--- src/rtl/simple_circuit_sweep_ctrl.sv ---
// Sweep sequencer for the 3-input evaluator: walks ABC = 0..7 with a programmable
// dwell, captures x/y into truth tables and scores them against the golden function.
module simple_circuit_sweep_ctrl #(
  parameter int DWELL_W = 4
) (
  input  logic               clk,
  input  logic               rst,
  input  logic               start,
  input  logic               abort,
  input  logic [DWELL_W-1:0] dwell,
  output logic [2:0]         abc_out,
  input  logic               x_in,
  input  logic               y_in,
  output logic               busy,
  output logic               done,
  output logic               pass,
  output logic [7:0]         truth_x,
  output logic [7:0]         truth_y,
  output logic [3:0]         mismatch_cnt
);

  typedef enum logic [1:0] {
    S_IDLE,
    S_APPLY,
    S_SAMPLE,
    S_DONE
  } state_t;

  state_t             state_q, state_d;
  logic [2:0]         vec_q, vec_d;
  logic [DWELL_W-1:0] cnt_q, cnt_d;
  logic [DWELL_W-1:0] dwell_lat_q, dwell_lat_d;
  logic [2:0]         abc_q, abc_d;
  logic               busy_q, busy_d;
  logic               done_q, done_d;
  logic               pass_q, pass_d;
  logic [7:0]         tx_q, tx_d;
  logic [7:0]         ty_q, ty_d;
  logic [3:0]         mc_q, mc_d;

  // Reference behaviour of the evaluator; vec bit 0 = A, bit 1 = B, bit 2 = C.
  function automatic logic golden_x(input logic [2:0] v);
    return (v[0] & v[1]) | ~v[2];
  endfunction

  function automatic logic golden_y(input logic [2:0] v);
    return ~v[2];
  endfunction

  always_comb begin
    state_d     = state_q;
    vec_d       = vec_q;
    cnt_d       = cnt_q;
    dwell_lat_d = dwell_lat_q;
    abc_d       = abc_q;
    busy_d      = busy_q;
    done_d      = 1'b0;
    pass_d      = pass_q;
    tx_d        = tx_q;
    ty_d        = ty_q;
    mc_d        = mc_q;

    case (state_q)
      S_IDLE: begin
        abc_d  = 3'd0;
        busy_d = 1'b0;
        if (start) begin
          state_d     = S_APPLY;
          vec_d       = 3'd0;
          cnt_d       = dwell;
          dwell_lat_d = dwell;
          busy_d      = 1'b1;
          tx_d        = 8'h00;
          ty_d        = 8'h00;
          mc_d        = 4'd0;
          pass_d      = 1'b0;
        end
      end

      S_APPLY: begin
        if (abort) begin
          state_d = S_IDLE;
          busy_d  = 1'b0;
          abc_d   = 3'd0;
        end else if (cnt_q != '0) begin
          cnt_d = cnt_q - DWELL_W'(1);
        end else begin
          state_d = S_SAMPLE;
        end
      end

      S_SAMPLE: begin
        // Capture happens even when abort wins the state transition.
        tx_d[vec_q] = x_in;
        ty_d[vec_q] = y_in;
        if ((x_in != golden_x(vec_q)) || (y_in != golden_y(vec_q)))
          mc_d = mc_q + 4'd1;
        if (abort) begin
          state_d = S_IDLE;
          busy_d  = 1'b0;
          abc_d   = 3'd0;
        end else if (vec_q == 3'd7) begin
          state_d = S_DONE;
          busy_d  = 1'b0;
          abc_d   = 3'd0;
          done_d  = 1'b1;
          pass_d  = (mc_d == 4'd0);
        end else begin
          state_d = S_APPLY;
          vec_d   = vec_q + 3'd1;
          abc_d   = vec_q + 3'd1;
          cnt_d   = dwell_lat_q;
        end
      end

      S_DONE: begin
        state_d = S_IDLE;
        abc_d   = 3'd0;
        busy_d  = 1'b0;
      end

      default: begin
        state_d = S_IDLE;
        abc_d   = 3'd0;
        busy_d  = 1'b0;
      end
    endcase
  end

  always_ff @(posedge clk or posedge rst) begin
    if (rst) begin
      state_q     <= S_IDLE;
      vec_q       <= 3'd0;
      cnt_q       <= '0;
      dwell_lat_q <= '0;
      abc_q       <= 3'd0;
      busy_q      <= 1'b0;
      done_q      <= 1'b0;
      pass_q      <= 1'b0;
      tx_q        <= 8'h00;
      ty_q        <= 8'h00;
      mc_q        <= 4'd0;
    end else begin
      state_q     <= state_d;
      vec_q       <= vec_d;
      cnt_q       <= cnt_d;
      dwell_lat_q <= dwell_lat_d;
      abc_q       <= abc_d;
      busy_q      <= busy_d;
      done_q      <= done_d;
      pass_q      <= pass_d;
      tx_q        <= tx_d;
      ty_q        <= ty_d;
      mc_q        <= mc_d;
    end
  end

  assign abc_out      = abc_q;
  assign busy         = busy_q;
  assign done         = done_q;
  assign pass         = pass_q;
  assign truth_x      = tx_q;
  assign truth_y      = ty_q;
  assign mismatch_cnt = mc_q;

endmodule

--- config.mk ---
export PLATFORM = sky130hd
export DESIGN_NAME = simple_circuit_sweep_ctrl
export DESIGN_NICKNAME = d
export VERILOG_FILES = /design/src/rtl/simple_circuit_sweep_ctrl.sv
export SDC_FILE = /design/constraint.sdc
export NUM_CORES = 1
export LEC_CHECK = 0
export CORE_ASPECT_RATIO = 0.5
export CORE_MARGIN = 2
export CORE_UTILIZATION = 40
export CTS_BUF_LIST = sky130_fd_sc_hd__clkbuf_2
export DETAILED_ROUTE_END_ITERATION = 8
export HOLD_SLACK_MARGIN = 0.1
export PLACE_DENSITY = 0.64
export RECOVER_POWER = 100
export REMOVE_ABC_BUFFERS = 1
export SKIP_CTS_REPAIR_TIMING = 1
export SYNTH_ARGS = -nofsm -noshare
export SYNTH_HDL_FRONTEND = slang
export SYNTH_SLANG_ARGS = --single-unit
--- constraint.sdc ---
create_clock -name clk -period 1.55 [get_ports clk]
set_input_delay 0.2325 -clock clk [delete_from_list [all_inputs] [get_ports clk]]
set_output_delay 0.2325 -clock clk [all_outputs]
set_load 0.05 [all_outputs]
==> impl_summary.txt <==
----------------------------------------------------
[Placement]
  GPL Wtd Cong ... 0.799
  PortBufs ... 35
  Final HPWL DP ... between 4000 and 5000 um
  Cell area after placement ... 3340 um^2

[Clock network]
  Clock slew seen by the registers of the worst setup and hold paths ... 0.20 ns
  Htree depth ... 2
  Clock tree from TritonCTS ... done
  Sinks on Clock Net ... 39
  Number of buffers created by CTS ... 5
  Worst-skew pair later-pin latency ... 0.43 ns
  Number of buffers on the longest clock path ... 2
  CTS Root Buffer Type ... sky130_fd_sc_hd__clkbuf_2

[Synthesis]
  Share of the synthesized netlist area taken by xor and xnor gates ... 0.0270
  Sequential share of the synthesized area ... 0.390
  Compound-cell area share of the yosys netlist ... 0.216
  Main flop type after synthesis ... sky130_fd_sc_hd__dfrtp_1
  Post-synthesis share of cell area spent on full adders, half adders and majority gates ... 0.0551
  Syn avg cell area ... 8.80 um^2
  Number of distinct library cell variants in the gate-level netlist after synthesis ... 46
  Area fraction in and, or, nand and nor cells after synthesis ... 0.189
  Number of synthesized register bits ... 39
  Synthesis Warnings ... 0
  Multiplexer share of the synthesized area ... 0.0756
  Combinational family with the most area after synthesis ... compound AO/OA/AOI/OAI gates
  Cell Area, Synth ... between 2000 and 2500 um^2
  Cell count after synthesis ... 284
  Count of flip-flops with a built-in enable after synthesis ... 0
  Share of flip-flops with an asynchronous set or reset after synthesis ... 1.00

[Critical path]
  Kind of capture point of the worst setup path ... register
  Critical Path Source Type ... register
  Register-to-register setup slack ... -0.16 ns
  Reg-to-reg critical path startpoint ... vec_q[1]
  Worst-path maximum fanout ... 7
  Worst R2R End ... cnt_q[0]
  Cell depth of the worst flop-to-flop path ... 7
  Arrival time at the worst endpoint ... 2.03 ns
  Required time of the critical path ... 1.87 ns
  Kind of critical path ... reg2reg

[Outcome]
  Status ... finished with violations
  Violated checks ... negative setup slack

[Detailed routing]
  WL final ... around 7300 um
  Number of design-rule violations left by the first detailed-router iteration ... around 120
  Remaining routing DRC violations ... 0
  Vias post-DR ... approximately 2500
  Number of optimization iterations in the first detailed-route pass ... 4
  Routed wire length per instance ... 16.1 um
  Via density per instance ... 5.43
  Post-detailed-route count of antenna-violating nets ... 0

[GRT]
  Antenna violations before repair ... 0
  GRT overflow ... 0
  Pin count of the biggest net entering global routing ... 40
  Global-route wire length before repair ... 11100 um
  Total Routing Usage GR ... 0.207
  Number of global-route vias before repair ... about 2300

[Die]
  Starting density of the core ... 0.413
  Io pins ... 36
  Number of cell rows ... 20
  Die extent in x ... 116 um
  Die area ... between 6000 and 7000 um^2
  Floorplan core area ... 6060 um^2
  Height of the chip ... between 50 and 60 um

[STA]
  Share of the cycle needed by the critical path after routing ... 1.10
  Slew at the pin closest to its max-slew limit ... 1.04 ns
  Crit path time final ... 1.71 ns
  Final clock skew ... 0.0297 ns
  Top achievable clock speed ... 585 MHz
  Fin Hold WS ... 0.440 ns
  Worst max-slew margin expressed relative to the limit ... 0.306
  Smallest setup slack after layout ... -0.159 ns
  Fin. max-slew vios ... 0
  Setup repair after global routing missed its margin ... yes
  Endpoints failing setup ... 16
  Number of hold-slack violations in the final timing report ... 0
  Setup tns final ... -1.24 ns

[Power and ir drop]
  Peak VDD IR ... between 0.0009 and 0.001 V
  Switching Power ... 1800 uW
  Switching share of power ... 0.422
  Share of total power in combinational logic ... 0.576
  Internal Power ... 2460 uW
  Cell leakage power ... 0.00168 uW
  Proportion of power drawn by the clock network ... 0.111
  Proportion of power drawn by flip-flops and latches ... 0.313
  Ratio of total power to cell area ... 1180 nW/um^2

[Run]
  Max Cap Viol ... 0

[Min path]
  Start point of the worst hold path ... dwell[0]
  Hold crit path type ... in2reg
  Hold Path Cell Cnt ... 2
  Worst Hold End ... dwell_lat_q[0]

[Cells and area]
  Layout area overhead ... 44.3%
  ANT cells ... 0
  Post-route standard cell area excluding fillers ... between 3000 and 4000 um^2
  Share of layout cells above drive strength 1 ... 0.405
  Layout Nets ... between 300 and 400

----------------------------------------------------
[kinds of logic after synthesis]
group,after synthesis
simple gates,96
compound gates,85
flops,39
buf+inv,29
mux,18
fa+ha+maj,11
xor+xnor,6
[placed cells by master (no fill, tap or decap), types with 6 or more instances in the layout]
cell type	n
sky130_fd_sc_hd__buf_4	51
sky130_fd_sc_hd__o21ai_1	9
sky130_fd_sc_hd__mux2i_1	11
sky130_fd_sc_hd__clkbuf_2	27
sky130_fd_sc_hd__nand2_1	24
sky130_fd_sc_hd__a21o_1	6
sky130_fd_sc_hd__clkdlybuf4s50_1	8
sky130_fd_sc_hd__dfrtp_1	37
sky130_fd_sc_hd__o221ai_1	9
sky130_fd_sc_hd__o21ai_0	6
sky130_fd_sc_hd__nor2_1	26
sky130_fd_sc_hd__inv_1	6
sky130_fd_sc_hd__a21oi_1	26
sky130_fd_sc_hd__mux2_2	7
sky130_fd_sc_hd__nand3_1	6
[cell usage after synthesis, drive strengths merged (2+ instances only)]
cell type  count  area, um^2
dfrtp         39         976
a21oi         31         155
nand2         29         111
nor2          28         105
o21ai         18        90.1
ha            11         138
mux2i         11         110
clkbuf        10        37.5
inv           10        37.5
o221ai        10        87.6
buf            9        42.5
nand3          8        40.0
mux2           7        78.8
a21o           6        45.0
and3           5        31.3
xor2           5        58.8
nor2b          4        25.0
o31ai          4        30.0
a211oi         3        22.5
a22oi          3        22.5
and2           3        18.8
nand2b         3        18.8
nor3           3        15.0
a221o          2        20.0
a31o           2        17.5
and3b          2        17.5
nand3b         2        15.0
nor3b          2        20.0
or3            2        12.5
or3b           2        17.5
[per-stage QoR]
step	power (uW)	worst slack, ns	instances	utilization
5_1_grt	4530	-0.207	453	0.596
6_report	4250	-0.159	453	0.596
3_3_place_gp	3230	-0.231	438	0.552
4_1_cts	3770	-0.283	446	0.558
2_1_floorplan	2400	-0.646	265	-
3_5_place_dp	3290	-0.229	438	0.552
[worst max path at each step]
stage / start / to / slack, ns / cells after the start
after floorplan: state_q[0] / vec_q[2] / -0.65 / 6
after global placement: state_q[1] / pass / -0.23 / 6
after detailed placement: vec_q[0] / pass / -0.23 / 8
after CTS: vec_q[0] / pass / -0.28 / 8
after global routing: vec_q[1] / cnt_q[1] / -0.21 / 7
final: vec_q[1] / cnt_q[0] / -0.16 / 7
[power by group through the flow]
stage	clock [uW]	combinational, uW	sequential [uW]
floorplan	0	957	1450
global placement	0	1910	1320
detailed placement	0	1960	1330
CTS	490	1970	1310
global route	528	2650	1350
finish	470	2450	1330
[final cells by class]
| type | count | area [um^2] |
|---|---|---|
| Multi-Input combinational cell | 216 | 1660 |
| Sequential cell | 39 | 978 |
| Clock buffer | 6 | 30.0 |
| Inverter | 10 | 43.8 |
| Fill cell | 546 | 2450 |
| Clock inverter | 2 | 7.51 |
| Timing Repair Buffer | 92 | 777 |
| Tap cell | 88 | 110 |
[registers in the layout (all words and copies together), names as in the netlist]
signal and flops:
pass 1, truth_x 8, cnt_q 4, vec_q 3, done 1, abc_out 3, dwell_lat_q 4, busy 1
state_q 2, mismatch_cnt 4, truth_y 8
[metal layers]
metal | share of wire | up-vias | global-route usage
met3 | 0.050 | 11 | 0.0477
met4 | 0.011 | 0 | 0.0493
li1 | - | 1186 | -
met1 | 0.47 | 1206 | 0.284
met2 | 0.47 | 59 | 0.338
met5 | 0 | - | 0
[worst max-delay path, cell delays in order, from the launching register on]
cell and delay, ns:
sky130_fd_sc_hd__dfrtp_1 0.43, sky130_fd_sc_hd__ha_2 0.20, sky130_fd_sc_hd__ha_2 0.23, sky130_fd_sc_hd__a21oi_2 0.15
sky130_fd_sc_hd__nand4_1 0.13, sky130_fd_sc_hd__buf_6 0.17, sky130_fd_sc_hd__buf_4 0.13, sky130_fd_sc_hd__a21o_1 0.16
No activity file was read; power rests on OpenSTA's default activity.
